`config.mk`:
```
export PLATFORM = sky130hd
export DESIGN_NAME = wb_ram_rr_arb
export DESIGN_NICKNAME = d
export VERILOG_FILES = /design/src/rtl/wb_ram_arb_pkg.sv /design/src/rtl/wb_ram_rr_arb_rr_pick.sv /design/src/rtl/wb_ram_rr_arb.sv
export SDC_FILE = /design/constraint.sdc
export NUM_CORES = 1
export LEC_CHECK = 0
export ABC_AREA = 1
export CORE_AREA = 2 2 181 183
export CTS_BUF_LIST = sky130_fd_sc_hd__clkbuf_16
export DETAILED_ROUTE_END_ITERATION = 7
export DIE_AREA = 0 0 183 185
export GPL_ROUTABILITY_DRIVEN = 0
export SETUP_SLACK_MARGIN = 0.15
export SYNTH_ARGS = -nofsm -noshare
export SYNTH_HDL_FRONTEND = slang
export SYNTH_SLANG_ARGS = --single-unit
```
`constraint.sdc`:
```
create_clock -name wb_clk_i -period 4.4 [get_ports wb_clk_i]
set_clock_uncertainty 0.1 [all_clocks]
set_input_delay 0.66 -clock wb_clk_i [delete_from_list [all_inputs] [get_ports wb_clk_i]]
set_output_delay 0.66 -clock wb_clk_i [all_outputs]
set_load 0.02 [all_outputs]
```
`src/rtl/wb_ram_arb_pkg.sv`:
```
// Shared definitions for the Wishbone RAM round-robin arbiter.
//   - arb_state_e : arbiter FSM encoding (IDLE / OWN)
//   - CTI_*       : Wishbone B3 cycle-type codes
//   - clog2       : ceiling log2 for sizing pointers and counters
package wb_ram_arb_pkg;

  typedef enum logic {
    ST_IDLE = 1'b0,
    ST_OWN  = 1'b1
  } arb_state_e;

  localparam logic [2:0] CTI_CLASSIC = 3'b000;
  localparam logic [2:0] CTI_INC     = 3'b010;
  localparam logic [2:0] CTI_EOB     = 3'b111;

  function automatic int clog2(input int v);
    int r;
    r = 0;
    while ((1 << r) < v) r++;
    return r;
  endfunction

endpackage

```
`src/rtl/wb_ram_rr_arb_rr_pick.sv`:
```
// rr_pick: combinational round-robin picker.
//   req : request vector, one bit per master
//   ptr : index of the highest-priority master (must be < NM)
//   gnt : one-hot first set bit of req found scanning upward from ptr,
//         wrapping modulo NM; all zeros when req is empty
module rr_pick #(
  parameter int NM = 4,
  parameter int PW = 2
) (
  input  logic [NM-1:0] req,
  input  logic [PW-1:0] ptr,
  output logic [NM-1:0] gnt
);

  logic [NM-1:0] rot;
  logic [NM-1:0] first;
  logic          found;

  // Rotate req so ptr lands on bit 0, take the lowest set bit, rotate back.
  always_comb begin
    rot   = NM'({req, req} >> ptr);
    first = '0;
    found = 1'b0;
    for (int i = 0; i < NM; i++) begin
      if (!found && rot[i]) begin
        first[i] = 1'b1;
        found    = 1'b1;
      end
    end
    gnt = NM'(({first, first} << ptr) >> NM);
  end

endmodule

```
`src/rtl/wb_ram_rr_arb.sv`:
```
// wb_ram_rr_arb: registered round-robin arbiter sharing one Wishbone B3
// slave (RAM controller) between nm masters. A grant is held for the whole
// cyc period so bursts are never split; priority rotates past each winner.
//
// Ports
//   wb_clk_i, wb_rst_i            : clock, synchronous active-high reset
//   wbm_*_i                       : packed master requests, master k = slice k
//   wbm_dat_o                     : slave read data broadcast to all masters
//   wbm_ack_o/err_o/rty_o         : per-master responses (rty tied low)
//   wbs_*_o                       : muxed request from the owner, 0 when idle
//   wbs_dat_i/ack_i/err_i         : slave response
//   gnt_o                         : one-hot current grant, 0 when idle
//
// Build option
//   WB_RAM_RR_ARB_WATCHDOG_EN : adds a stall watchdog that answers the owner
//   with err (and masks stb for that cycle) after wd_cycles stalled cycles.
module wb_ram_rr_arb #(
  parameter int nm        = 4,
  parameter int dw        = 32,
  parameter int aw        = 32,
  parameter int wd_cycles = 1024
) (
  input  logic            wb_clk_i,
  input  logic            wb_rst_i,
  input  logic [nm*aw-1:0] wbm_adr_i,
  input  logic [nm*dw-1:0] wbm_dat_i,
  input  logic [nm*4-1:0]  wbm_sel_i,
  input  logic [nm*3-1:0]  wbm_cti_i,
  input  logic [nm*2-1:0]  wbm_bte_i,
  input  logic [nm-1:0]    wbm_cyc_i,
  input  logic [nm-1:0]    wbm_stb_i,
  input  logic [nm-1:0]    wbm_we_i,
  output logic [dw-1:0]    wbm_dat_o,
  output logic [nm-1:0]    wbm_ack_o,
  output logic [nm-1:0]    wbm_err_o,
  output logic [nm-1:0]    wbm_rty_o,
  output logic [aw-1:0]    wbs_adr_o,
  output logic [dw-1:0]    wbs_dat_o,
  output logic [3:0]       wbs_sel_o,
  output logic [2:0]       wbs_cti_o,
  output logic [1:0]       wbs_bte_o,
  output logic             wbs_cyc_o,
  output logic             wbs_stb_o,
  output logic             wbs_we_o,
  input  logic [dw-1:0]    wbs_dat_i,
  input  logic             wbs_ack_i,
  input  logic             wbs_err_i,
  output logic [nm-1:0]    gnt_o
);
  import wb_ram_arb_pkg::*;

  localparam int PW = clog2(nm);

  arb_state_e    state_q, state_d;
  logic [nm-1:0] gnt_q, gnt_d;
  logic [PW-1:0] ptr_q, ptr_d;
  logic [nm-1:0] pick;
  logic [PW-1:0] ptr_nxt;
  logic          own_cyc, own_stb, wd_fire;

  rr_pick #(.NM(nm), .PW(PW)) u_pick (
    .req (wbm_cyc_i),
    .ptr (ptr_q),
    .gnt (pick)
  );

  // Pointer moves to the slot just past the master being granted.
  always_comb begin
    ptr_nxt = '0;
    for (int k = 0; k < nm; k++)
      if (pick[k]) ptr_nxt = PW'((k + 1) % nm);
  end

  // Owner's live cyc/stb; cyc drives release, so the slave sees a drop at once.
  assign own_cyc = |(wbm_cyc_i & gnt_q);
  assign own_stb = |(wbm_stb_i & gnt_q);

  always_comb begin
    state_d = state_q;
    gnt_d   = gnt_q;
    ptr_d   = ptr_q;
    case (state_q)
      ST_IDLE: if (|wbm_cyc_i) begin
        state_d = ST_OWN;
        gnt_d   = pick;
        ptr_d   = ptr_nxt;
      end
      ST_OWN: if (!own_cyc) begin
        state_d = ST_IDLE;
        gnt_d   = '0;
      end
      default: state_d = ST_IDLE;
    endcase
  end

  always_ff @(posedge wb_clk_i) begin
    if (wb_rst_i) begin
      state_q <= ST_IDLE;
      gnt_q   <= '0;
      ptr_q   <= '0;
    end else begin
      state_q <= state_d;
      gnt_q   <= gnt_d;
      ptr_q   <= ptr_d;
    end
  end

`ifdef WB_RAM_RR_ARB_WATCHDOG_EN
  localparam int WCW = clog2(wd_cycles) + 1;
  logic [WCW-1:0] wd_q, wd_d;

  // Counts owner stb cycles without a slave answer; on reaching the limit it
  // answers err itself for one cycle and starts over.
  always_comb begin
    wd_d    = wd_q;
    wd_fire = 1'b0;
    if (state_q != ST_OWN || !own_cyc || wbs_ack_i || wbs_err_i) begin
      wd_d = '0;
    end else if (wd_q == WCW'(wd_cycles)) begin
      wd_fire = 1'b1;
      wd_d    = '0;
    end else if (own_stb) begin
      wd_d = wd_q + 1'b1;
    end
  end

  always_ff @(posedge wb_clk_i) begin
    if (wb_rst_i) wd_q <= '0;
    else          wd_q <= wd_d;
  end
`else
  assign wd_fire = 1'b0;
`endif

  // AND-OR mux: gnt_q is one-hot or zero, so idle yields all zeros.
  always_comb begin
    wbs_adr_o = '0;
    wbs_dat_o = '0;
    wbs_sel_o = '0;
    wbs_cti_o = '0;
    wbs_bte_o = '0;
    for (int k = 0; k < nm; k++) begin
      if (gnt_q[k]) begin
        wbs_adr_o = wbs_adr_o | wbm_adr_i[k*aw +: aw];
        wbs_dat_o = wbs_dat_o | wbm_dat_i[k*dw +: dw];
        wbs_sel_o = wbs_sel_o | wbm_sel_i[k*4 +: 4];
        wbs_cti_o = wbs_cti_o | wbm_cti_i[k*3 +: 3];
        wbs_bte_o = wbs_bte_o | wbm_bte_i[k*2 +: 2];
      end
    end
  end

  assign wbs_cyc_o = own_cyc;
  assign wbs_stb_o = own_stb & ~wd_fire;
  assign wbs_we_o  = |(wbm_we_i & gnt_q);

  assign wbm_dat_o = wbs_dat_i;
  assign wbm_ack_o = {nm{wbs_ack_i}} & gnt_q;
  assign wbm_err_o = {nm{wbs_err_i | wd_fire}} & gnt_q;
  assign wbm_rty_o = '0;
  assign gnt_o     = gnt_q;

endmodule

```
# [Yosys cells after proc, flatten, opt, wreduce, memory -nomap -nowiden]
# Cells that the tools add are included.
# W data, S select, Z words.
[classes] addsub=0 multipliers=0 div_mod_pow=0 order_cmp=0 eq_ne=2 shifts=2 n_mux=36 bitwise_logic=21 n_reduce_logical=12
[op_table] op="$mux W32" count=8
[op_table] op="$or A32 B32 Y32" count=6
[op_table] op="$mux W4" count=6
[op_table] op="$and A4 B4 Y4" count=5
[op_table] op="$reduce_or A4 Y1" count=4
[op_table] op="$mux W2" count=7
[op_table] op="$mux W3" count=4
[op_table] op="$or A4 B4 Y4" count=3
[op_table] op="$mux W1" count=9
[op_table] op="$or A3 B3 Y3" count=3
[op_table] op="$pmux W4 S2" count=1
[op_table] op="$shl A8 B2 Y8" count=1
[op_table] op="$shr A8 B2 Y4" count=1
[op_table] op="$or A2 B2 Y2" count=3
[op_table] op="$ne A2 B2 Y1 const B" count=2
[op_table] op="$reduce_and A2 Y1" count=2
[op_table] op="$logic_and A1 B1 Y1" count=3
[op_table] op="$logic_not A1 Y1" count=3
[op_table] op="$pmux W1 S2" count=1
[op_table] op="$not A1 Y1" count=1
[totals] regBits=7 latchBits=0 mem_bits_rw=0 mem_bits_ro=0 input_bits=340 output_inout_bits=124 memories=0

# [Depth between registers and ports, before layout]
# Gate-level depths: netlist of the first run.
[logic_depth] word_depth=16 depth_mapped=15

# [Cells and area by module]
# From an unflattened synthesis of the first run, not the netlist that was laid out.
[unflattened] hier_cells=561 area_unflattened_um2=2745.1
[modules_own_cells] module="wb_ram_rr_arb" n_inst=1 cells_each=510 area_per_inst_um2=2473.6 seq_area_each_um2=140.1
[modules_own_cells] module="rr_pick" n_inst=1 cells_each=51 area_per_inst_um2=271.5 seq_area_each_um2=0.0

# [Least setup slack after synthesis of the first run]
# OpenSTA, ideal clock, no wires.
[synth_path] path_type="flip-flop to output port" from="reg gnt_q[2], in the netlist gnt_o[2]" to="out wbs_adr_o[15]" arrival_ps=1494 required_time_ps=3640 setup_slack_ps=2146 stages_incl_launch_ff=6 path_buffers=3 path_cell_list="dfxtp_1 > clkbuf_1 > clkbuf_1 > clkbuf_1 > nand2_1 > nand4_1"
[synth_via] elab_chain_cells=3
[synth_lines] item="from (decl)" line="wb_ram_rr_arb.sv:55" rtl="logic [nm-1:0] gnt_q, gnt_d;"
[synth_lines] item="from (signal assigned)" line="wb_ram_rr_arb.sv:103" rtl="gnt_q <= gnt_d;"
[synth_lines] item="$mux W32 (*)" line="wb_ram_rr_arb.sv:143" rtl="if (gnt_q[k]) begin"
[synth_lines] item="$or A32 B32 Y32" line="wb_ram_rr_arb.sv:144" rtl="wbs_adr_o = wbs_adr_o | wbm_adr_i[k*aw +: aw];"
[synth_lines] item="$mux W32 (*)" line="wb_ram_rr_arb.sv:143"
[synth_lines] item="to (decl)" line="wb_ram_rr_arb.sv:37" rtl="output logic [aw-1:0] wbs_adr_o,"
# Mark *: on every way between the ends. The rest lies on a longest branch, timed or not.

# [Final worst setup path of the first run]
[layout_path] from="reg gnt_q[0], in the netlist gnt_o[0]" to="out wbs_adr_o[31]"
[layout_via] elab_chain_cells=7
[layout_lines] item="$mux W32 (*)" line="wb_ram_rr_arb.sv:143"
[layout_lines] item="$or A32 B32 Y32" line="wb_ram_rr_arb.sv:144"
[layout_lines] item="$mux W32 (*)" line="wb_ram_rr_arb.sv:143"
[layout_lines] item="$or A32 B32 Y32" line="wb_ram_rr_arb.sv:144"
[layout_lines] item="$mux W32 (*)" line="wb_ram_rr_arb.sv:143"
[layout_lines] item="$or A32 B32 Y32" line="wb_ram_rr_arb.sv:144"
[layout_lines] item="$mux W32 (*)" line="wb_ram_rr_arb.sv:143"
# Marks and branches as above.

==> results of run 1 <==
==> logic make-up after synthesis <==
family	after synthesis
AND/OR/NAND/NOR	444
buffers and inverters	95
AO/OA/AOI/OAI	10
flip-flops	7
other	1
==> synthesized netlist by cell type (2+ instances only) <==
cell      count
inv_2         3
nor2_1        2
nand2_2       3
clkbuf_1     34
a21oi_1       4
nand2_1     336
buf_6         2
nand4_1      75
nand3_1      20
nand2_4       3
dfxtp_1       7
o211ai_1      2
nand3_2       2
buf_4        36
buf_1         2
inv_1        16
==> worst reg2reg max path: cells and delay by family (launching register included) <==
family	cells	cell delay, ps
AOI/OAI and AO/OA	2	200
and+or+nand+nor	5	530
buffers and inverters	2	380
DFF	1	690
==> layout by cell type, fill, tap and decap left out <==
cell / instances
a211oi_1: 1
a21oi_1: 4
a21oi_2: 1
a221oi_1: 1
buf_12: 3
buf_4: 5
clkbuf_16: 3
clkdlybuf4s50_1: 395
conb_1: 4
dfxtp_1: 3
dfxtp_2: 4
diode_2: 1
inv_1: 17
inv_2: 3
inv_4: 1
nand2_1: 336
nand2_2: 3
nand2_4: 3
nand3_1: 20
nand3_2: 2
nand4_1: 75
nor2_1: 2
nor2_2: 1
nor2_4: 1
nor4_1: 1
o211ai_1: 2
o21ai_1: 1
==> sequential cells by signal, summed over array words and instances, names as in the netlist <==
name     count
state_q      1
ptr_q        2
gnt_o        4
==> final cells by class <==
type                       count  share of cell area [%]
timing repair buffer         403                    58.9
multi-input combinational    458                    29.3
tap                          408                    7.42
sequential                     7                    2.11
inverter                      20                    1.13
clock buffer                   3                    1.09
clock inverter                 1                  0.0546
antenna                        1                  0.0364
==> worst max-delay path by stage <==
stage / depth (start not counted) / slack [ps] / end
after CTS: 4 / 1280 / wbs_adr_o[31]
after floorplan: 5 / 2150 / wbs_adr_o[15]
final: 4 / 1380 / wbs_adr_o[31]
after global routing: 4 / 1210 / wbs_adr_o[31]
after global placement: 6 / 1400 / wbs_cyc_o
after detailed placement: 6 / 1430 / wbs_cyc_o
==> layer usage <==
metal / GRT usage, % / up-vias
met5: 0 / -
met4: 1.41 / 0
met3: 2.40 / 21
met2: 18.5 / 303
met1: 12.0 / 2213
li1: - / 2438
==> per-stage QoR <==
step                area, um2  hold WS, ps  setup WS, ps  power, mW
finish                   6880          429          1380       3.33
detailed placement       6800          418          1430       3.23
global route             6880          452          1210       3.55
global placement         6800          416          1400       3.23
CTS                      6880          429          1280       3.40
floorplan                2670          381          2150       1.63
==> report_power, final <==
part	leakage (nW)	internal, mW	switching (mW)
clock	0.0423	0.118	0.0354
combinational	2.47	1.31	1.67
sequential	0.0594	0.0899	0.101
==> qor.yml, run 1 <==
synth_mux_area_share_pct: 0
status: "completed"
synth_fa_ha_area_share_pct: 0
tightest_slew_ps: 592
die_w_um: 183
cp_data_arrival_time_ps: 2260
synth_xor_area_share_pct: 0
path_clk_slew_ps: 40
wl_met2_um: 9590
wl_met3_um: 1850
layout.nets: 1233
syn_inst: 557
crit_path_max_fanout: 21
root_buffer: "clkbuf_16"
place_inst: 1296
min_delay_path_depth: 2
cp-end-kind: "primary output"
finalCoreUtilization_pct: 21.5
reg2reg_slack_ps: 2410
dpl.hpwl_um: 16400
fin_cells: 1301
power_per_cell_area_mw_per_mm2: 484
crit_buf_inv: 2
synth_warnings: 0
via_per_inst: 3.82
drtPass1Iterations: 4
maxSlewHeadroom_pct: 60.5
grt_overflow: 0
yosys.area.top_type: "nand2_1"
die-area_mm2: 0.0339
tns_ps: 0
regArea_um2: 145
clockBufferDepth: 2
multiInputGateArea_mm2: 0.00201
cts_tree: "built"
p_leak_nw: 2.57
crit_type: "reg -> out"
grt_usage_pct: 10.0
clock.fmax_mhz: 331
io_pins: 464
start_kind: "flop"
synth-seq-cells: 7
cts_resized: 0
path_delay_family: "buffers and inverters"
fillCellCount: 3587
synth-edff-count: 0
yosysTopAreaCellShare_pct: 47.5
startpoint: "gnt_o[0]"
drive_gt1_share_pct: 3.36
grt_pass1_vias: 4679
drcViolationCount: 0
reg2reg_depth: 9
period_needed_ps: 3020
vias: 4975
avgRoutedWirePerCell_um: 14.9
wl_met1_um: 7760
numPortBuffers: 395
fin_crit_sh_pct: 68.6
synth_top_family_by_area: "simple AND/OR/NAND/NOR gates"
ys_async_sr_fraction_pct: 0
holdCritStartpoint: "state_q"
synth-simple-area-share_pct: 72.9
clk_latency_ps: 230
core_mm2: 0.0320
die_h_um: 185
crit_path_max_incr_delay_ps: 770
ir_drop_mv: 0.171
synth_ff_type: "dfxtp_1"
drv_slew: 0
drt_iter0_markers: 109
grt_max_degree: 45
synth.area.top_cells: "nand2_1 48%, nand4_1 18%, buf_4 10%"
fp-row-count: 66
r2r-end: "gnt_o[0]"
wl_um: 19400
critPathSlowestCell: "clkdlybuf4s50_1"
final_hold_viol_count: 0
avgSynthCellArea_um2: 4.76
synth-compound-area-share_pct: 2.45
critPathRequiredTime_ps: 3640
worstHoldPathType: "reg -> reg"
min_to: "state_q"
setup_viol: 0
rr_startpoint: "gnt_o[1]"
netlist_area_mm2: 0.00265
cap_viol_max_count: 0
numCtsBuffers: 3
synth.distinct_cells: 26
syn_to_final_growth_pct: 159
holdBufCountCts: 0
grt_pass1_wl_um: 26200
ys_seq_area_share_pct: 5.28
initial_core_util_pct: 8.28
highest_layer: "met4"
htree_levels: 1
rsz0062_at_grt: "false"
cts_setup_buffers: 0
drt.antenna.violating_nets: 0
clock-sinks: 7
antenna_found_initial: 1
crit_chain: "buf_4 -> nand2_1 -> nand4_1 -> clkdlybuf4s50_1"
(Power assumes the default switching activity.)
==> run 2: changes to the inputs <==
--- a/config.mk
+++ b/config.mk
@@ -6,10 +6,10 @@
 export NUM_CORES = 1
 export LEC_CHECK = 0
 export ABC_AREA = 1
-export CORE_AREA = 2 2 181 183
+export CORE_AREA = 2 2 183 185
 export CTS_BUF_LIST = sky130_fd_sc_hd__clkbuf_16
 export DETAILED_ROUTE_END_ITERATION = 7
-export DIE_AREA = 0 0 183 185
+export DIE_AREA = 0 0 185 187
 export GPL_ROUTABILITY_DRIVEN = 0
 export SETUP_SLACK_MARGIN = 0.15
 export SYNTH_ARGS = -nofsm -noshare
==> constraint.sdc (replaced) <==
create_clock -name wb_clk_i -period 2.47 [get_ports wb_clk_i]
set_clock_uncertainty 0.1 [all_clocks]
set_input_delay 0.3705 -clock wb_clk_i [delete_from_list [all_inputs] [get_ports wb_clk_i]]
set_output_delay 0.3705 -clock wb_clk_i [all_outputs]
set_load 0.02 [all_outputs]
==> run 2 against run 1 <==
Against the previous run:
- clock power rose by 76%
- non-clock buffer count rose by 3
- global-route usage up 0.32 points
- via count grew 0.40%
- count of clock-buffer cells in the layout is the same
- critical path depth unchanged
- critical path type unchanged
- critical endpoint is now wbs_cti_o[2]
- largest cell class unchanged
- largest power group unchanged
==> qor.yml, run 2 (synthesis gave the netlist of run 1 again) <==
die_h_um: 187  # +1.1%
grt_overflow: 0  # unchanged
path_clk_slew_ps: 40  # about the same
grt_usage_pct: 10.3  # +0.32 points
wl_um: 19800  # +2.3%
antenna_found_initial: 2  # +1
fin_crit_sh_pct: 91.5
syn_to_final_growth_pct: 167
status: "completed"
dpl_cell_area_mm2: 0.00701  # +3.2%
period_needed_ps: 2260
cap_viol_max_count: 0  # unchanged
core_mm2: 0.0329  # +2.6%
num_antenna_cells: 0  # -1
crit_type: "reg -> out"
grt_pass1_vias: 4810  # +2.8%
cp_data_arrival_time_ps: 1790  # -470 ps
layout.nets: 1236  # +0.24%
via_per_inst: 3.72  # -2.7%
largest_reg_flops: 4  # unchanged
cp-end-kind: "primary output"
numCtsBuffers: 3  # unchanged
final_hold_viol_count: 0  # unchanged
clock.fmax_mhz: 443
io_pins: 464  # unchanged
holdWs_ps: 418  # -10.2 ps
cts_setup_buffers: 0  # unchanged
tns_ps: 0  # unchanged
fp-row-count: 67  # +1.5%
cts_resized: 0  # unchanged
drive_gt1_share_pct: 4.47  # +1.1 points
clock-sinks: 7  # unchanged
drtPass1Iterations: 4  # unchanged
avgRoutedWirePerCell_um: 14.8  # -0.87%
power_per_cell_area_mw_per_mm2: 860  # +78%
final_common_cell: "clkdlybuf4s50_1"
critPathRequiredTime_ps: 2000  # -1640 ps
grt_pass1_wl_um: 27400  # +4.3%
worstHoldPathType: "reg -> reg"
p_leak_nw: 2.65  # +3.2%
grt_max_degree: 46  # +2.2%
start_kind: "flop"
initial_core_util_pct: 8.08  # -0.21 points
die_w_um: 185  # +1.1%
dpl.hpwl_um: 16900  # +2.8%
numPortBuffers: 395  # unchanged
drv_slew: 0  # unchanged
fin_area_mm2: 0.00710  # +3.1%
die-area_mm2: 0.0346  # +2.2%
ir_drop_mv: 0.313  # +83%
setup_viol: 0  # unchanged
rsz0062_at_grt: "false"
drcViolationCount: 0  # unchanged
drt_iter0_markers: 122  # +12%
root_buffer: "clkbuf_16"
holdBufCountCts: 0  # unchanged
clockBufferDepth: 2  # unchanged
clk_latency_ps: 230  # about the same
crit_path_max_fanout: 39  # +86%
htree_levels: 1  # unchanged
vias: 4995  # +0.40%
drt.antenna.violating_nets: 0  # unchanged
mostFrequentLayoutCells: "387 x clkdlybuf4s50_1, 336 x nand2_1, 75 x nand4_1, 20 x nand3_1, 17 x inv_1"
cts_tree: "built"
run 2: cell type report:
| class | count | area [um2] |
|---|---|---|
| fill | 3699 | 25800 |
| clock inverter | 1 | 3.75 |
| sequential | 7 | 155 |
| inverter | 20 | 77.6 |
| tap | 448 | 561 |
| timing repair buffer | 406 | 4210 |
| clock buffer | 3 | 75.1 |
| multi-input combinational | 458 | 2010 |
run 2: path summary, 6_finish.rpt:
| path | startpoint | endpoint | slack, ps | cells past startpoint |
|---|---|---|---|---|
| setup / recovery | gnt_o[2] | wbs_cti_o[2] | 210 | 4 |
| hold / removal | gnt_o[1] | gnt_o[1] | 420 | 2 |
| setup reg to reg | ptr_q[0] | ptr_q[0] | 550 | 12 |
| hold reg to reg | gnt_o[1] | gnt_o[1] | 420 | 2 |
run 2: power breakdown:
group / internal [mW] / switching [mW] / leakage [nW] / total, mW
clock: 0.210 / 0.0604 / 0.0423 / 0.271
combinational: 2.55 / 3.02 / 2.55 / 5.57
sequential: 0.169 / 0.0906 / 0.0606 / 0.259
total: 2.93 / 3.18 / 2.65 / 6.10
run 2: per-stage QoR:
stage                     total power [mW]  std cells  worst slack, ps  utilization, %
after floorplan                       2.90        560              506               -
after global placement                5.91       1339              126            21.3
after detailed placement              5.94       1339              162            21.3
after CTS                             6.23       1343              155            21.6
after global routing                  6.53       1343              165            21.6
final                                 6.10       1343              211            21.6
run 2: critical path, stage by stage, from the launching register on:
cell             delay [ps]
dfxtp_4                 360
buf_12                  200
nand2_1                 150
nand4_1                 180
clkdlybuf4s50_1         640
run 2: per-layer routing:
metal  track usage [%]  part of all wire [%]
met1              11.0                    38
met3              3.37                    12
met4              2.59                   2.2
met5                 0                 0.081
met2              19.3                    48
==> run 3: changes to the inputs <==
--- a/config.mk
+++ b/config.mk
@@ -6,10 +6,10 @@
 export NUM_CORES = 1
 export LEC_CHECK = 0
 export ABC_AREA = 1
-export CORE_AREA = 2 2 183 185
+export CORE_AREA = 10 10 171 173
 export CTS_BUF_LIST = sky130_fd_sc_hd__clkbuf_16
 export DETAILED_ROUTE_END_ITERATION = 7
-export DIE_AREA = 0 0 185 187
+export DIE_AREA = 0 0 181 183
 export GPL_ROUTABILITY_DRIVEN = 0
 export SETUP_SLACK_MARGIN = 0.15
 export SYNTH_ARGS = -nofsm -noshare
==> run 3 against run 2 <==
Against the previous run:
- sequential share of layout area shrank 0.072 points
- register-to-register slack barely moved
- non-clock buffer count increased by 5
- combinational power down 3%
- maximum frequency is 0.27% higher
- total power is 2.7% lower
- via count decreased by 1.5%
- core utilization increased by 5.5 points
- global-route usage rose by 2.0 points
==> qor.yml, run 3 (synthesis gave the netlist of run 1 again) <==
numCtsBuffers: 3  # unchanged
final_hold_viol_count: 0  # unchanged
cts_setup_buffers: 0  # unchanged
startpoint: "gnt_o[3]"
tns_ps: 0  # unchanged
grt_pass1_wl_um: 32500  # +19%
fp-row-count: 59  # -12%
grt_pass1_vias: 4954  # +3.0%
drt_iter0_markers: 153  # +25%
drtPass1Iterations: 4  # unchanged
fin_ws_ps: 217  # +6.16 ps
clockBufferDepth: 2  # unchanged
holdCritStartpoint: "state_q"
grt_overflow: 0  # unchanged
power_per_cell_area_mw_per_mm2: 850  # -1.1%
swShare_pct: 52.9  # +0.90 points
cp_data_arrival_time_ps: 1780  # about the same
crit_buf_inv: 2  # unchanged
largest_reg_flops: 4  # unchanged
status: "completed"
start_kind: "flop"
internal-power_mw: 2.79  # -4.5%
rsz0062_at_grt: "false"
dp_slack_ps: 111  # -51.2 ps
critPathSlowestCell: "clkdlybuf4s50_1"
io_pins: 464  # unchanged
via_per_inst: 3.98  # +7.1%
switchingPower_mw: 3.14  # -1.0%
path_clk_slew_ps: 40  # about the same
finalCoreUtilization_pct: 27.1  # +5.5 points
cp_num_cells: 4  # unchanged
drv_slew: 0  # unchanged
seqPwrFrac_pct: 4.5  # +0.3 points
critPathRequiredTime_ps: 2000  # about the same
fin_crit_sh_pct: 91.2  # -0.25 points
layout.nets: 1241  # +0.40%
wl_um: 22700  # +14%
min_delay_path_depth: 2  # unchanged
p_leak_nw: 2.94  # +11%
p_total_mw: 5.94  # -2.7%
drcViolationCount: 0  # unchanged
reg2reg_depth: 12  # unchanged
clock.fmax_mhz: 444  # +0.27%
drive_gt1_share_pct: 4.22  # -0.25 points
crit_path_max_incr_delay_ps: 610  # -30 ps
die_w_um: 181  # -2.2%
die-area_mm2: 0.0331  # -4.3%
root_buffer: "clkbuf_16"
crit_path_max_fanout: 47  # +21%
die_h_um: 183  # -2.1%
initial_core_util_pct: 10.3  # +2.2 points
grt_usage_pct: 12.4  # +2.0 points
worstHoldPathType: "reg -> reg"
period_needed_ps: 2250  # -6.16 ps
final_common_cell: "clkdlybuf4s50_1"
grt_max_degree: 48  # +4.3%
num_antenna_cells: 0  # unchanged
crit_type: "reg -> out"
antenna_found_initial: 0  # -2
dpl.hpwl_um: 20100  # +19%
pwr-share-clk_pct: 4.6  # +0.2 points
clock-sinks: 7  # unchanged
ir_drop_mv: 0.375  # +20%
cap_viol_max_count: 0  # unchanged
drt.antenna.violating_nets: 0  # unchanged
cp-end-kind: "primary output"
rr_startpoint: "ptr_q[0]"
avgRoutedWirePerCell_um: 18.4  # +24%
cts_tree: "built"
numPortBuffers: 395  # unchanged
syn_to_final_growth_pct: 163
htree_levels: 1  # unchanged
setup_viol: 0  # unchanged
core_mm2: 0.0258  # -22%
vias: 4918  # -1.5%
clk_latency_ps: 230  # about the same
fillCellCount: 2836  # -23%
crit_chain: "buf_12 -> nand2_1 -> nand4_1 -> clkdlybuf4s50_1"
power.share.combinational_pct: 90.9  # -0.4 points
path_delay_family: "buffers and inverters"
mostFrequentLayoutCells: "372 x clkdlybuf4s50_1, 336 x nand2_1, 75 x nand4_1, 20 x nand3_1, 20 x dlymetal6s2s_1"
run 3: final timing paths:
kind / slack (ps) / end
worst min register to register: 420 / state_q
worst min-delay path: 420 / state_q
worst max-delay path: 220 / wbs_cti_o[1]
worst max register to register: 540 / ptr_q[1]
run 3: area by class of cell:
| class | instances | area, um2 | share of cell area, % |
|---|---|---|---|
| Clock inverter | 1 | 3.75 | 0.0538 |
| Sequential cell | 7 | 148 | 2.11 |
| Inverter | 20 | 77.6 | 1.11 |
| Multi-Input combinational cell | 458 | 2010 | 28.8 |
| Clock buffer | 3 | 75.1 | 1.08 |
| Tap cell | 335 | 419 | 6.00 |
| Timing Repair Buffer | 411 | 4250 | 60.8 |
run 3: repair_timing:
item | 4_1_cts | 5_1_grt
hold endpoints to repair | 0 | 0
hold buffers | 0 | 0
pin swaps | 0 | 0
resized for setup | 4 | 20
endpoints found under the setup margin | 35 | 20
run 3: per-layer routing:
layer | share of wire (%) | vias to the layer above | track usage [%]
li1 | - | 2451 | -
met1 | 38 | 2144 | 13.4
met2 | 50 | 315 | 22.5
met3 | 12 | 8 | 5.77
met4 | 0.37 | 0 | 1.01
met5 | 0 | - | 0
run 3: worst register-to-register path, cell delays in order (launching register included):
cell	delay, ps
dfxtp_1	590
inv_4	140
nand2_1	110
nand3_1	130
nand2_4	150
nand2_4	70
nor2_4	110
nand2_2	50
nand3_1	110
nand3_1	120
nand3_1	100
nand2_1	50
inv_1	40
run 3: power by group through the flow:
stage	combinational (mW)	sequential, mW	clock [mW]
after floorplan	2.69	0.201	0
after global placement	5.54	0.267	0
after detailed placement	5.55	0.267	0
after CTS	5.54	0.270	0.280
after global routing	5.78	0.281	0.291
final	5.40	0.267	0.275
run 3: stage by stage:
| stage | instance area (um2) | std cells | hold slack (ps) |
|---|---|---|---|
| 6_report | 6980 | 1235 | 422 |
| 5_1_grt | 6980 | 1235 | 478 |
| 4_1_cts | 6930 | 1235 | 423 |
| 3_5_place_dp | 6860 | 1231 | 416 |
| 3_3_place_gp | 6860 | 1231 | 412 |
| 2_1_floorplan | 2670 | 560 | 333 |
